===== config.mk =====
export PLATFORM = sky130hd
export DESIGN_NAME = hazard_unit
export DESIGN_NICKNAME = d
export VERILOG_FILES = /design/src/rtl/hazard_pkg.sv /design/src/rtl/sat_counter.sv /design/src/rtl/hazard_unit.sv
export SDC_FILE = /design/constraint.sdc
export NUM_CORES = 1
export LEC_CHECK = 0
export CAP_MARGIN = 25
export CORE_MARGIN = 1.5
export CORE_UTILIZATION = 51
export CTS_CLUSTER_SIZE = 40
export DETAILED_ROUTE_END_ITERATION = 8
export PLACE_DENSITY = 0.87
export SETUP_SLACK_MARGIN = 0.4
export SYNTH_ARGS = -nofsm -noshare
export SYNTH_HDL_FRONTEND = slang
export SYNTH_SLANG_ARGS = --single-unit
export TNS_END_PERCENT = 10

===== constraint.sdc =====
create_clock -name clk_i -period 3.1 [get_ports clk_i]
set_input_delay 0.62 -clock clk_i [delete_from_list [all_inputs] [get_ports clk_i]]
set_output_delay 0.62 -clock clk_i [all_outputs]
set_load 0.05 [all_outputs]

===== src/rtl/hazard_pkg.sv =====
// rtl/hazard_pkg.sv - shared types and constants for the pipeline hazard controller
//
// Purpose : watchdog state encoding, operand-forwarding select encodings and
//           the load result-select constant shared with the control unit.
// Ports   : none (package).

package hazard_pkg;

   typedef enum logic {
      IDLE     = 1'b0,
      MEM_WAIT = 1'b1
   } state_t;

   typedef enum logic [1:0] {
      FWD_RF = 2'b00,
      FWD_W  = 2'b01,
      FWD_M  = 2'b10
   } fwd_sel_t;

   localparam logic [1:0] RESULT_SRC_LOAD = 2'b01;

   // The memory-stage value is younger than the writeback value, so it wins.
   function automatic fwd_sel_t fwd_select(input logic m_hit, input logic w_hit);
      if (m_hit)
         return FWD_M;
      else if (w_hit)
         return FWD_W;
      else
         return FWD_RF;
   endfunction

endpackage


===== src/rtl/sat_counter.sv =====
// rtl/sat_counter.sv - enable-gated up counter that sticks at all-ones
//
// Purpose : performance event counter that never wraps.
// Ports   : clk    - clock
//           rst_n  - asynchronous active-low reset, clears the count
//           en     - count this cycle
//           count  - current value (events up to the previous edge)

module sat_counter #(
   parameter int WIDTH = 32
) (
   input  logic             clk,
   input  logic             rst_n,
   input  logic             en,
   output logic [WIDTH-1:0] count
);

   always_ff @(posedge clk or negedge rst_n) begin
      if (!rst_n)
         count <= '0;
      else if (en && (count != {WIDTH{1'b1}}))
         count <= count + 1'b1;
   end

endmodule


===== src/rtl/hazard_unit.sv =====
// rtl/hazard_unit.sv - stall, flush and forwarding control for the five-stage core
//
// Purpose : resolves load-use, taken branch/jump and multi-cycle data-memory
//           hazards; keeps a memory-wait watchdog and stall/flush counters.
// Ports   : clk_i, rst_ni                  - clock, asynchronous active-low reset
//           Rs1D_i, Rs2D_i                 - decode-stage source registers
//           Rs1E_i, Rs2E_i, RdE_i          - execute-stage sources / destination
//           ResultSrcE_i                   - execute result select (01 = load)
//           PCSrcE_i                       - branch taken / jump resolved in E
//           RdM_i, RegWriteM_i             - memory-stage writeback info
//           RdW_i, RegWriteW_i             - writeback-stage info
//           MemReqM_i, MemReadyM_i         - data memory request / completion
//           StallF_o..StallM_o             - hold PC and D/E/M registers
//           FlushD_o, FlushE_o, FlushW_o   - bubble D, E and W registers
//           ForwardAE_o, ForwardBE_o       - execute operand source selects
//           MemErr_o                       - sticky memory-timeout flag
//           StallCount_o, FlushCount_o     - saturating performance counters

module hazard_unit
   import hazard_pkg::*;
#(
   parameter int REGISTER_ADDRESS_WIDTH = 5,
   parameter int COUNT_WIDTH            = 32,
   parameter int MEM_TIMEOUT            = 16
) (
   input  logic                              clk_i,
   input  logic                              rst_ni,
   input  logic [REGISTER_ADDRESS_WIDTH-1:0] Rs1D_i,
   input  logic [REGISTER_ADDRESS_WIDTH-1:0] Rs2D_i,
   input  logic [REGISTER_ADDRESS_WIDTH-1:0] Rs1E_i,
   input  logic [REGISTER_ADDRESS_WIDTH-1:0] Rs2E_i,
   input  logic [REGISTER_ADDRESS_WIDTH-1:0] RdE_i,
   input  logic [1:0]                        ResultSrcE_i,
   input  logic                              PCSrcE_i,
   input  logic [REGISTER_ADDRESS_WIDTH-1:0] RdM_i,
   input  logic                              RegWriteM_i,
   input  logic [REGISTER_ADDRESS_WIDTH-1:0] RdW_i,
   input  logic                              RegWriteW_i,
   input  logic                              MemReqM_i,
   input  logic                              MemReadyM_i,
   output logic                              StallF_o,
   output logic                              StallD_o,
   output logic                              StallE_o,
   output logic                              StallM_o,
   output logic                              FlushD_o,
   output logic                              FlushE_o,
   output logic                              FlushW_o,
   output logic [1:0]                        ForwardAE_o,
   output logic [1:0]                        ForwardBE_o,
   output logic                              MemErr_o,
   output logic [COUNT_WIDTH-1:0]            StallCount_o,
   output logic [COUNT_WIDTH-1:0]            FlushCount_o
);

   localparam int                WAIT_W   = $clog2(MEM_TIMEOUT + 1);
   localparam logic [WAIT_W-1:0] WAIT_MAX = WAIT_W'(MEM_TIMEOUT);
   localparam logic [WAIT_W-1:0] WAIT_ONE = WAIT_W'(1);

   logic              lw_stall;
   logic              mem_stall;
   logic              m_hit_a, w_hit_a, m_hit_b, w_hit_b;
   state_t            state;
   logic [WAIT_W-1:0] wait_cnt;
   logic [WAIT_W-1:0] wait_next;

   // ---------------- forwarding ----------------
   always_comb begin
      m_hit_a = RegWriteM_i && (RdM_i == Rs1E_i) && (Rs1E_i != '0);
      w_hit_a = RegWriteW_i && (RdW_i == Rs1E_i) && (Rs1E_i != '0);
      m_hit_b = RegWriteM_i && (RdM_i == Rs2E_i) && (Rs2E_i != '0);
      w_hit_b = RegWriteW_i && (RdW_i == Rs2E_i) && (Rs2E_i != '0);
      ForwardAE_o = fwd_select(m_hit_a, w_hit_a);
      ForwardBE_o = fwd_select(m_hit_b, w_hit_b);
   end

   // ---------------- stall / flush ----------------
   always_comb begin
      lw_stall  = (ResultSrcE_i == RESULT_SRC_LOAD) && (RdE_i != '0) &&
                  ((RdE_i == Rs1D_i) || (RdE_i == Rs2D_i));
      mem_stall = MemReqM_i && !MemReadyM_i;

      // A memory wait freezes E, so any pending branch flush is deferred until
      // the wait ends; PCSrcE_i is still presented then because E is held.
      StallE_o = mem_stall;
      StallM_o = mem_stall;
      FlushW_o = mem_stall;
      StallF_o = mem_stall | lw_stall;
      StallD_o = mem_stall | lw_stall;
      FlushD_o = PCSrcE_i & ~mem_stall;
      FlushE_o = (lw_stall | PCSrcE_i) & ~mem_stall;
   end

   // ---------------- memory-wait watchdog ----------------
   always_comb begin
      wait_next = '0;
      if (mem_stall) begin
         if (state == IDLE)
            wait_next = WAIT_ONE;
         else if (wait_cnt == WAIT_MAX)
            wait_next = WAIT_MAX;
         else
            wait_next = wait_cnt + 1'b1;
      end
   end

   // The error is raised on the same edge the wait count reaches the limit,
   // so it is visible right after the MEM_TIMEOUT-th stalled edge.
   always_ff @(posedge clk_i or negedge rst_ni) begin
      if (!rst_ni) begin
         state    <= IDLE;
         wait_cnt <= '0;
         MemErr_o <= 1'b0;
      end else begin
         wait_cnt <= wait_next;
         case (state)
            IDLE:     if (mem_stall)  state <= MEM_WAIT;
            MEM_WAIT: if (!mem_stall) state <= IDLE;
            default:  state <= IDLE;
         endcase
         if (mem_stall && (wait_next == WAIT_MAX))
            MemErr_o <= 1'b1;
      end
   end

   // ---------------- performance counters ----------------
   sat_counter #(.WIDTH(COUNT_WIDTH)) u_stall_count (
      .clk   (clk_i),
      .rst_n (rst_ni),
      .en    (StallF_o),
      .count (StallCount_o)
   );

   sat_counter #(.WIDTH(COUNT_WIDTH)) u_flush_count (
      .clk   (clk_i),
      .rst_n (rst_ni),
      .en    (FlushE_o),
      .count (FlushCount_o)
   );

endmodule


-- Word level (Yosys, flattened, before mapping)
Cells that the tools add are included.
- register bits: 71
- input bits: 44
- output and inout bits: 76
- logic and storage cells: 51
- add/subtract/negate cells: 3
- equality and inequality tests: 11
- multiplexer cells: 8
- bitwise logic cells: 5
- reductions and logical operators: 19
- operators with widths (kind ; count):
    $add A32 B1 Y32 const B ; 2
    $ne A32 B32 Y1 const B ; 2
    $eq A5 B5 Y1 ; 6
    $mux W5 ; 3
    $reduce_bool A5 Y1 ; 3
    $logic_and A1 B1 Y1 ; 14
    $eq A5 B5 Y1 const B ; 2
    $add A5 B1 Y5 const B ; 1
    $mux W2 ; 2
    $mux W1 ; 3
    $and A1 B1 Y1 ; 2
    $eq A2 B1 Y1 const B ; 1
    $or A1 B1 Y1 ; 2
    $logic_not A1 Y1 ; 1
    $logic_or A1 B1 Y1 ; 1
    $not A1 Y1 ; 1

-- Depth between registers and ports, before layout
- word-level depth: 6
- depth in mapped cells: 9
- gate-level depth less buffers: 7

-- Hierarchy
A second synthesis with hierarchy kept.
- cell total of the unflattened synthesis: 402
- area, all modules: 4101.4 sq um
- by module, submodules not included (module ; times used ; cells an instance ; area an instance (sq um)):
    sat_counter ; 2 ; 151 ; 1624.1
    hazard_unit ; 1 ; 100 ; 853.3

-- Least setup slack after synthesis
Ideal clock, no wire load.
- kind: input to output
- start: input port Rs1E_i[1]
- end: output port ForwardAE_o[0]
- data arrival time: 2.862 ns
- required time: 2.480 ns
- path slack: -0.382 ns
- stages: 4
- path buffers: 0
- cells stage by stage: or4_1 > nor2_1 > nor4_1 > nor4_1
- elaborated cells on any way between the ends: 9
- classes of those cells: eq/ne (2); mux (2); reduce/logical (5)
- RTL lines (item ; RTL line ; RTL):
    from (decl) ; hazard_unit.sv:30 ; input logic [REGISTER_ADDRESS_WIDTH-1:0] Rs1E_i,
    $eq A5 B5 Y1 ; hazard_unit.sv:68 ; m_hit_a = RegWriteM_i && (RdM_i == Rs1E_i) && (Rs1E_i != '0);
    $logic_and A1 B1 Y1 ; hazard_unit.sv:68 ;
    $logic_and A1 B1 Y1 * ; hazard_unit.sv:68 ;
    net m_hit_a ; hazard_unit.sv:61 ; logic m_hit_a, w_hit_a, m_hit_b, w_hit_b;
    $mux W2 * ; hazard_pkg.sv:24 ; if (m_hit)
    to (decl) ; hazard_unit.sv:48 ; output logic [1:0] ForwardAE_o,
Mark *: on every way through the listed nets, which the timed path passes. The rest lies on a longest branch.

-- Worst setup path in the final report
- start: input port RdM_i[2]
- end: output port ForwardBE_o[1]
- word-level cells in the longest chain between the ends: 4
- ends and longest elaborated chain (item ; RTL line ; RTL):
    from (decl) ; hazard_unit.sv:35 ; input logic [REGISTER_ADDRESS_WIDTH-1:0] RdM_i,
    $eq A5 B5 Y1 ; hazard_unit.sv:70 ; m_hit_b = RegWriteM_i && (RdM_i == Rs2E_i) && (Rs2E_i != '0);
    $logic_and A1 B1 Y1 (2 in series) ; hazard_unit.sv:70 ;
    $mux W2 ; hazard_pkg.sv:24 ;
    to (decl) ; hazard_unit.sv:49 ; output logic [1:0] ForwardBE_o,
No other way between the ends.

==> impl_metrics.env <==
export IMPL_crit_chain="clkdlybuf4s50_1 > xnor2_1 > nand4_1 > nor4_2 > buf_4 > buf_12"
export IMPL_coreArea_um2=7330
export IMPL_rows=31
export IMPL_drtPass1Iterations=5
export IMPL_gp_congestion=0.849
export IMPL_power_density_nw_per_um2=521
export IMPL_routed_wl_mm=11.4
export IMPL_max_freq_mhz=369
export IMPL_period_share_pct=87.4
export IMPL_syn_nets=434
export IMPL_avgRoutedWirePerCell_um=18.1
export IMPL_die_h_um=90.7
export IMPL_clock_skew_ns=0.00952
export IMPL_grt_pass1_wl_mm=17.1
export IMPL_critPathCaptureType="output port"
export IMPL_dpl_hpwl_mm=7.41
export IMPL_crit_type="input port to output port"
export IMPL_ys_seq_elements=71
export IMPL_switching_share_pct=38.7
export IMPL_synth_most_common_cell="dfrtp_1"
export IMPL_synth_largest_area_cell="dfrtp_1"
export IMPL_syn_inst=386
export IMPL_cp_slowest_cell="clkdlybuf4s50_1"
export IMPL_initial_core_util_pct=53.5
export IMPL_clockBufferDepth=2
export IMPL_setup_ws_ns=0.392
export IMPL_synth_area_leaders="dfrtp_1, xor2_1, xnor2_1"
export IMPL_worstSetupStartpoint="RdM_i[2]"
export IMPL_switching_power_uw=1170
export IMPL_tightest_slew_ns=0.840
export IMPL_first_iter_violations=299
export IMPL_cts_sinks=71
export IMPL_grt_pass1_vias=3523
export IMPL_final_layout_size_suffix_gt1_share_pct=16.2
export IMPL_cp_slowest_stage_delay_ns=0.52
export IMPL_syn_avg_cell_area_um2=10.2
export IMPL_clk_latency_ns=0.35
export IMPL_max_cap_violations=0
export IMPL_p_leak_uw=0.00256
export IMPL_cts_root_buffer="clkbuf_8"
export IMPL_overflow=0
export IMPL_yosys_warnings=0
export IMPL_numPortBuffers=119
export IMPL_avgViaCountPerCell=5.80
export IMPL_cp_data_arrival_time_ns=2.09
export IMPL_nNetsFinal=573
export IMPL_crit_fanout=2
export IMPL_tns_ns=0
export IMPL_netlist_area_um2=3920
export IMPL_maxSlewHeadroom_pct=44.0
export IMPL_utilization_pct=78.9
export IMPL_antenna_found_initial=1
export IMPL_setup_viol=0
export IMPL_holdWs_ns=0.0621
export IMPL_ir_worst_vdd_v=0.000556
export IMPL_clkSlewWorstSetupHoldPaths_ns=0.08
export IMPL_cell_internal_pwr_uw=1850
export IMPL_die_w_um=90.7
export IMPL_yosys_top_cells_count="dfrtp_1, xor2_1, xnor2_1, nand4_1, nand3_1"
export IMPL_final_antenna_net_count=0
export IMPL_die_area_um2=8220
export IMPL_htree_levels=3
export IMPL_rsz0062_at_grt="yes"
export IMPL_syn_to_final_growth_pct=47.5
export IMPL_p_comb_share_pct=33.5
export IMPL_drv_slew=0
export IMPL_hp_class="input port to asynchronous set/reset pin"
export IMPL_hold_viol=0
export IMPL_seqPwrFrac_pct=39.2
export IMPL_grt_total_usage_pct=25.7
export IMPL_post_route_min_period_ns=2.71
export IMPL_ys_flop_type="dfrtp_1"
export IMPL_synthArstFlopShare_pct=100
export IMPL_required_ns=2.48
export IMPL_synth_cell_types=43
export IMPL_seq_area_frac_synth_pct=45.3
export IMPL_synth_top_area_share_pct=45.3
export IMPL_pwr_share_clk_pct=27.4
export IMPL_status="finished clean"
export IMPL_cts_tree="done"
export IMPL_numCtsBuffers=9
export IMPL_synth_edf_count=0
export IMPL_total_power_uw=3010
export IMPL_worstSetupStartpointType="input port"
export IMPL_grt_max_degree=68
export IMPL_drc=0
export IMPL_dp_slack_ns=0.0499
export IMPL_pin_count=120
export IMPL_via_count=3651
export IMPL_reg2reg_from="u_stall_count.count[0]"
-- path summary, 6_finish.rpt --
kind | end | slack, ns | cells after the start
setup / recovery | ForwardBE_o[1] | 0.39 | 6
hold / removal | u_stall_count.count[6] | 0.06 | 1
setup reg to reg | u_stall_count.count[1] | 0.86 | 8
hold reg to reg | MemErr_o | 0.49 | 1
max in group asynchronous | u_stall_count.count[29] | 2.00 | 2
min in group clk_i | MemErr_o | 0.49 | 1
-- worst max-delay path: cells and delay by family --
kind                   cells  cell delay [ns]
buffers and inverters      3             0.85
AND/OR/NAND/NOR            2             0.48
XOR/XNOR                   1             0.14
-- placed cells by master (no fill, tap or decap), types with 4 or more instances in the layout --
master	n
ha_1	4
nor3_1	24
nand3_1	30
clkbuf_8	9
nor3_2	4
and2_1	4
xor2_1	46
and3_1	16
buf_12	6
nand2_1	16
nor4_1	6
dlymetal6s2s_1	18
dfrtp_1	71
nor2_1	16
xnor2_1	46
and4_1	6
inv_1	4
buf_4	25
clkdlybuf4s50_1	81
nand4_1	35
-- per-stage QoR --
stage,cell area (µm²),cells
after floorplan,3960,386
after detailed placement,5330,601
after global placement,5330,601
final,5780,630
after global routing,5780,630
after CTS,5600,617
-- power groups by stage --
stage	registers (µW)	logic, µW	clock network [µW]
3_3_place_gp	1180	955	0
2_1_floorplan	1520	252	0
6_report	1180	1010	825
3_5_place_dp	1190	972	0
5_1_grt	1200	1060	872
4_1_cts	1170	983	821
-- repair_timing --
item	in CTS	in global routing
resized for setup	21	38
hold buffers	0	0
buffers inserted	0	12
endpoints found under the setup margin	7	25
pin swaps	6	18
-- registers in the layout (all words and copies together) (netlist names) --
| register | cells |
|---|---|
| u_flush_count.count | 32 |
| u_stall_count.count | 32 |
| state | 1 |
| MemErr_o | 1 |
| wait_cnt | 5 |
-- logic make-up after synthesis --
| kind of cell | synth area share, % |
|---|---|
| XOR/XNOR | 21.0 |
| AND/OR/NAND/NOR | 26.6 |
| multiplexers | 0.574 |
| flip-flops | 45.3 |
| adder cells (fa/ha/maj) | 1.28 |
| buffers and inverters | 2.65 |
| AO/OA/AOI/OAI | 2.55 |
-- area by class of cell --
class,instances,area (µm²)
timing repair buffer,142,1450
inverter,7,30.0
fill,439,1550
antenna,1,2.50
sequential,71,1780
multi-input combinational,294,2180
tap,99,124
clock buffer,9,124
clock inverter,7,97.6
-- metal layers --
metal,wire [µm],GRT usage (%)
met5,0,0
met2,5690,42.4
met3,824,7.66
met4,309,7.54
met1,4600,32.5
Power figures use the tool's default switching activity.
